==> src/rtl/mod_sample_sequencer_if.sv <==
// Sample sequencer bus: trigger/ready link to the sine source plus the
// valid/accept link to the downstream consumer (DAC/mixer).
//   i_enable  run enable
//   o_time    64-bit sample index presented with the trigger
//   o_trigger one-cycle sample request
//   i_sine    signed sample from the source, valid only with i_ready
//   i_ready   one-cycle response pulse from the source
//   o_sample  captured signed sample
//   o_valid   o_sample holds an unconsumed sample
//   i_accept  downstream consumes o_sample when o_valid & i_accept
//   o_overrun sticky overwrite flag
//   o_timeout sticky missing-response flag
//   o_state   current FSM state (debug visibility)
// Handshakes: a sample is transferred on every clock edge where
// o_valid & i_accept are both high; i_ready is a single-cycle strobe with
// no back-pressure, and o_trigger is a single-cycle strobe.
interface mod_sample_sequencer_if;
  logic        i_enable;
  logic [63:0] o_time;
  logic        o_trigger;
  logic [31:0] i_sine;
  logic        i_ready;
  logic [31:0] o_sample;
  logic        o_valid;
  logic        i_accept;
  logic        o_overrun;
  logic        o_timeout;
  logic [1:0]  o_state;

  modport master (
    input  i_enable, i_sine, i_ready, i_accept,
    output o_time, o_trigger, o_sample, o_valid, o_overrun, o_timeout, o_state
  );

  modport slave (
    output i_enable, i_sine, i_ready, i_accept,
    input  o_time, o_trigger, o_sample, o_valid, o_overrun, o_timeout, o_state
  );
endinterface

==> src/rtl/mod_sample_sequencer.sv <==
// Sample sequencer: divides i_clk into a sample-rate tick, issues one
// trigger per tick carrying a stable 64-bit sample index, waits for the
// source's ready pulse, and holds the returned sample in a one-entry
// output register for the downstream valid/accept handshake.
//   i_clk   global clock
//   i_nrst  asynchronous active-low reset
//   bus     mod_sample_sequencer_if.master (see interface header)
module mod_sample_sequencer #(
  parameter int CLK_DIV = 1134,
  parameter int TIMEOUT = 64
) (
  input  logic                          i_clk,
  input  logic                          i_nrst,
  mod_sample_sequencer_if.master        bus
);

  localparam int DIV_W = $clog2(CLK_DIV);
  localparam int TMO_W = $clog2(TIMEOUT) + 1;
  localparam logic [DIV_W-1:0] DIV_LAST = DIV_W'(CLK_DIV - 1);
  localparam logic [TMO_W-1:0] TMO_LAST = TMO_W'(TIMEOUT - 1);

  typedef enum logic [1:0] {
    IDLE       = 2'd0,
    WAIT_TICK  = 2'd1,
    TRIGGER    = 2'd2,
    WAIT_READY = 2'd3
  } state_t;

  state_t             state_q,   state_d;
  logic [DIV_W-1:0]   div_q,     div_d;
  logic [TMO_W-1:0]   tmo_q,     tmo_d;
  logic [63:0]        time_q,    time_d;
  logic [31:0]        sample_q,  sample_d;
  logic               valid_q,   valid_d;
  logic               overrun_q, overrun_d;
  logic               timeout_q, timeout_d;

  logic tick;
  logic capture;

  always_ff @(posedge i_clk or negedge i_nrst) begin
    if (!i_nrst) begin
      state_q   <= IDLE;
      div_q     <= '0;
      tmo_q     <= '0;
      time_q    <= '0;
      sample_q  <= '0;
      valid_q   <= 1'b0;
      overrun_q <= 1'b0;
      timeout_q <= 1'b0;
    end else begin
      state_q   <= state_d;
      div_q     <= div_d;
      tmo_q     <= tmo_d;
      time_q    <= time_d;
      sample_q  <= sample_d;
      valid_q   <= valid_d;
      overrun_q <= overrun_d;
      timeout_q <= timeout_d;
    end
  end

  always_comb begin
    state_d   = state_q;
    div_d     = div_q;
    tmo_d     = tmo_q;
    time_d    = time_q;
    sample_d  = sample_q;
    valid_d   = valid_q;
    overrun_d = overrun_q;
    timeout_d = timeout_q;
    capture   = 1'b0;
    tick      = (div_q == DIV_LAST);

    // Consumption first; a capture in the same cycle overrides it below.
    if (valid_q && bus.i_accept) begin
      valid_d = 1'b0;
    end

    // Divider runs only while active and restarts from 0 on every enable.
    if (state_q == IDLE || !bus.i_enable) begin
      div_d = '0;
    end else if (tick) begin
      div_d = '0;
    end else begin
      div_d = div_q + DIV_W'(1);
    end

    if (!bus.i_enable && state_q != IDLE) begin
      // Abandon any pending request; o_time is deliberately not advanced.
      state_d = IDLE;
    end else begin
      case (state_q)
        IDLE: begin
          overrun_d = 1'b0;
          timeout_d = 1'b0;
          if (bus.i_enable) begin
            state_d = WAIT_TICK;
          end
        end
        WAIT_TICK: begin
          if (tick) begin
            state_d = TRIGGER;
          end
        end
        TRIGGER: begin
          tmo_d   = '0;
          state_d = WAIT_READY;
        end
        WAIT_READY: begin
          if (bus.i_ready) begin
            capture = 1'b1;
            time_d  = time_q + 64'd1;
            state_d = WAIT_TICK;
          end else if (tmo_q == TMO_LAST) begin
            // No zero sample is inserted; only the index moves on.
            timeout_d = 1'b1;
            time_d    = time_q + 64'd1;
            state_d   = WAIT_TICK;
          end else begin
            tmo_d = tmo_q + TMO_W'(1);
          end
        end
        default: state_d = IDLE;
      endcase
    end

    if (capture) begin
      sample_d = bus.i_sine;
      valid_d  = 1'b1;
      if (valid_q && !bus.i_accept) begin
        overrun_d = 1'b1;
      end
    end
  end

  assign bus.o_time    = time_q;
  assign bus.o_trigger = (state_q == TRIGGER);
  assign bus.o_sample  = sample_q;
  assign bus.o_valid   = valid_q;
  assign bus.o_overrun = overrun_q;
  assign bus.o_timeout = timeout_q;
  assign bus.o_state   = state_q;

endmodule

==> src/flat_wrapper.sv <==
// flat-port wrapper written by rule: the top's interface ports become plain ports
module mod_sample_sequencer_flat 
#(
  parameter int CLK_DIV = 1134,
  parameter int TIMEOUT = 64
)
  (i_clk, i_nrst, bus_i_enable, bus_i_sine, bus_i_ready, bus_i_accept, bus_o_time, bus_o_trigger, bus_o_sample, bus_o_valid, bus_o_overrun, bus_o_timeout, bus_o_state);
  mod_sample_sequencer_if bus_i ();
  input  logic i_clk;
  input  logic i_nrst;
  input wire logic [$bits(bus_i.i_enable)-1:0] bus_i_enable;
  input wire logic [$bits(bus_i.i_sine)-1:0] bus_i_sine;
  input wire logic [$bits(bus_i.i_ready)-1:0] bus_i_ready;
  input wire logic [$bits(bus_i.i_accept)-1:0] bus_i_accept;
  output wire logic [$bits(bus_i.o_time)-1:0] bus_o_time;
  output wire logic [$bits(bus_i.o_trigger)-1:0] bus_o_trigger;
  output wire logic [$bits(bus_i.o_sample)-1:0] bus_o_sample;
  output wire logic [$bits(bus_i.o_valid)-1:0] bus_o_valid;
  output wire logic [$bits(bus_i.o_overrun)-1:0] bus_o_overrun;
  output wire logic [$bits(bus_i.o_timeout)-1:0] bus_o_timeout;
  output wire logic [$bits(bus_i.o_state)-1:0] bus_o_state;
  assign bus_i.i_enable = bus_i_enable;
  assign bus_i.i_sine = bus_i_sine;
  assign bus_i.i_ready = bus_i_ready;
  assign bus_i.i_accept = bus_i_accept;
  assign bus_o_time = bus_i.o_time;
  assign bus_o_trigger = bus_i.o_trigger;
  assign bus_o_sample = bus_i.o_sample;
  assign bus_o_valid = bus_i.o_valid;
  assign bus_o_overrun = bus_i.o_overrun;
  assign bus_o_timeout = bus_i.o_timeout;
  assign bus_o_state = bus_i.o_state;
  mod_sample_sequencer #(.CLK_DIV(CLK_DIV), .TIMEOUT(TIMEOUT)) u_core (.i_clk(i_clk), .i_nrst(i_nrst), .bus(bus_i));
endmodule
==> config.mk <==
export PLATFORM = sky130hd
export DESIGN_NAME = mod_sample_sequencer_flat
export DESIGN_NICKNAME = d
export VERILOG_FILES = /design/src/rtl/mod_sample_sequencer_if.sv /design/src/rtl/mod_sample_sequencer.sv /design/src/flat_wrapper.sv
export SDC_FILE = /design/constraint.sdc
export NUM_CORES = 1
export LEC_CHECK = 0
export CAP_MARGIN = 15
export CORE_ASPECT_RATIO = 1.25
export CORE_MARGIN = 2
export CORE_UTILIZATION = 50
export CTS_CLUSTER_SIZE = 10
export DETAILED_ROUTE_END_ITERATION = 8
export PLACE_DENSITY_LB_ADDON = 0.08
export SLEW_MARGIN = 25
export SYNTH_ARGS = -nofsm -noshare
export SYNTH_HDL_FRONTEND = slang
export SYNTH_SLANG_ARGS = --single-unit
==> constraint.sdc <==
create_clock -name i_clk -period 2.4 [get_ports i_clk]
set_clock_uncertainty 0.1 [all_clocks]
set_input_delay 0.24 -clock i_clk [delete_from_list [all_inputs] [get_ports i_clk]]
set_output_delay 0.24 -clock i_clk [all_outputs]
set_load 0.02 [all_outputs]
==> results.toml, run 1 <==
[setup_path]
criticalPathCategory = "reg -> reg"
ff2ff_path_depth = 8
startpoint_type = "flip-flop"
startpoint = "u_core.bus.o_state[0]"
arrival_ns = 2.53
r2r_setup_slack_ns = 0.09
critPathRequiredTime_ns = 2.63
end_kind = "flip-flop"
r2r_end = "u_core.bus.o_time[57]"
r2r_start = "u_core.bus.o_state[0]"
critPathMaxFanout = 8

[sta]
rsz0062_at_grt = "false"
setup_viol = 0
fin_crit_ns = 2.31
finalCritPeriodShare_pct = 96.1
maxSlewViolCount = 0
hold_viol = 0
timing.hold.ws_ns = 0.253
tns_ns = 0
fmax_mhz = 434
worst_slew_pin_slew_ns = 0.554
relSlewSlack_pct = 63.0

[global_routing]
grt-ovfl-total = 0
grt_max_degree = 45
grt_pass1_wl_mm = 21.1
first_global_vias = 4394
antenna_found_initial = 0
grt_use_total_pct = 22.0

[worst_hold_path]
holdCritPathClass = "in -> async"

[yosys]
syn_inst = 479
syn_nets = 524
avgSynthCellArea_um2 = 11.6
async_flop_share_pct = 100
ys_seq_area_share_pct = 53.4
ys_warn_count = 0
syn_area_um2 = 5580
ys_ff_latch = 119
synth_edf_count = 0
yosys.cell_types.count = 52
ys.flop_type = "dfrtp_1"

[finish]
num_antenna_cells = 0
nNetsFinal = 688
layout_common_cells = "clkdlybuf4s50_1 (137), dfrtp_1 (119), xor2_1 (45)"
fill_cells = 807
design_area_um2 = 7850
drive_gt1_share_pct = 16.5
final_common_cell = "clkdlybuf4s50_1"
finish.utilization_pct = 71.5
areaGrowthSynthToFinish_pct = 40.8

[floorplanning]
dieArea_um2 = 12000
die_h_um = 122
rows = 43
die_w_um = 98.5
start_util_pct = 50.8
core_area_um2 = 11000
ioPinCount = 139

[placement]
postPlaceCellArea_um2 = 7200
routabilityCongestion = 0.874
io_buffers = 138
dpl.hpwl_mm = 9.20

[pwr]
vdd_drop_max_mv = 0.501
power_mw = 6.97
p_leak_nw = 3.58
power_density_nw_per_um2 = 887

[drt]
vias = 4240
viasPerCell = 5.36
wire_per_inst_um = 16.3
drt_wl_total_mm = 12.9
route.detailed.drc = 0
drtIter0Drc = 243
ant_nets = 0
firstDrtPassIters = 4

[clocking]
clockBufferDepth = 2
cts_root_buffer = "clkbuf_16"
htreeDepth = 4
cts_buffers = 17
insertion_delay_ns = 0.41
clk_pin_slew_worst_paths_ns = 0.05
cts_tree = "built"
cts.sinks = 119

[outcome]
status = "finished clean"

[flow_run]
maxCapViolCount = 0
## Yosys cell counts, types with 2 or more instances
cell | n | area share, %
clkbuf_1 | 4 | 0.27
xnor2_1 | 27 | 4.2
xor2_1 | 45 | 7.1
or2_2 | 4 | 0.45
nand2b_1 | 2 | 0.22
nor4_2 | 3 | 0.67
nor2_1 | 44 | 3.0
nand3_1 | 30 | 2.7
and4_1 | 3 | 0.47
nor3_1 | 13 | 1.2
o21ai_0 | 9 | 0.81
a31oi_1 | 2 | 0.22
buf_2 | 3 | 0.27
nor2b_1 | 3 | 0.34
dfrtp_1 | 119 | 53
nand4_1 | 21 | 2.4
nand4_2 | 2 | 0.45
nor4b_2 | 3 | 0.81
nor4_1 | 2 | 0.22
mux2i_1 | 2 | 0.36
a21oi_1 | 5 | 0.45
mux2_2 | 34 | 6.9
and3_1 | 7 | 0.79
nand2_1 | 33 | 2.2
or4_1 | 3 | 0.40
ha_1 | 8 | 1.8
nor4_4 | 4 | 1.5
nor3_2 | 6 | 1.1
inv_1 | 13 | 0.88
nand4_4 | 3 | 1.1
## power by group
| part | internal, mW | total [mW] | leakage, nW | switching (mW) |
|---|---|---|---|---|
| combinational | 0.950 | 1.85 | 1.71 | 0.896 |
| clock | 1.71 | 2.57 | 0.290 | 0.858 |
| sequential | 2.35 | 2.56 | 1.58 | 0.207 |
| total | 5.01 | 6.97 | 3.58 | 1.96 |
## worst max-delay path by stage
stage,endpoint,slack [ns]
4_1_cts,u_core.bus.o_time[39],0.03
5_1_grt,u_core.bus.o_time[50],0.004
6_report,u_core.bus.o_time[57],0.09
3_3_place_gp,u_core.bus.o_time[55],0.04
3_5_place_dp,u_core.bus.o_time[33],-0.06
2_1_floorplan,u_core.bus.o_sample[10],0.14
## state kept, by name, indices dropped and copies added (netlist names)
signal	count
u_core.bus.o_overrun	1
u_core.bus.o_sample	32
u_core.bus.o_state	2
u_core.bus.o_time	64
u_core.bus.o_timeout	1
u_core.bus.o_valid	1
u_core.div_q	11
u_core.tmo_q	7
## what timing repair did
item | 4_1_cts | 5_1_grt
gates resized for setup | 0 | 2
endpoints found under the hold margin | 40 | 0
setup buffers | 0 | 2
setup endpoints to repair | 0 | 13
hold buffers | 1 | 0
## metal layers
| layer | routed length [um] | global-route usage [%] |
|---|---|---|
| met1 | 5450 | 27.5 |
| met2 | 6700 | 37.4 |
| met3 | 617 | 5.79 |
| met4 | 102 | 7.62 |
| met5 | 0 | 0 |
## logic make-up after synthesis
group | after synthesis | share of synthesized area, %
AOI/OAI and AO/OA | 27 | 3.12
muxes | 36 | 7.22
buffers and inverters | 23 | 2.00
and+or+nand+nor | 194 | 21.2
adders and majority gates | 8 | 1.80
DFF | 119 | 53.4
xor gates and xnor gates | 72 | 11.3
## layout make-up
| type | instances | area, um^2 | area share [%] |
|---|---|---|---|
| Sequential cell | 119 | 2980 | 37.9 |
| Multi-Input combinational cell | 337 | 2500 | 31.8 |
| Timing Repair Buffer | 155 | 1560 | 19.9 |
| Clock buffer | 24 | 482 | 6.13 |
| Tap cell | 135 | 169 | 2.15 |
| Clock inverter | 8 | 120 | 1.53 |
| Inverter | 13 | 48.8 | 0.621 |
## worst max-delay path, cell delays in order (launching register included)
cell	delay (ns)
dfrtp_1	0.40
inv_1	0.09
ha_1	0.23
o21ai_2	0.13
nor4_4	0.44
nand4_4	0.20
buf_12	0.19
nor4_4	0.27
xor2_1	0.17
## stage by stage
step / cells / setup slack (ns)
after floorplan: 479 / 0.140
after global placement: 756 / 0.0384
after detailed placement: 756 / -0.0599
after CTS: 789 / 0.0338
after global routing: 791 / 0.00402
final: 791 / 0.0943
No activity file was read; power rests on OpenSTA's default activity.
==> run 2: changes to the inputs <==
--- a/config.mk
+++ b/config.mk
@@ -16,3 +16,4 @@
 export SYNTH_ARGS = -nofsm -noshare
 export SYNTH_HDL_FRONTEND = slang
 export SYNTH_SLANG_ARGS = --single-unit
+export TNS_END_PERCENT = 20
==> results of run 2 <==
Final layout, timing and power as in run 1 (identical DEF).
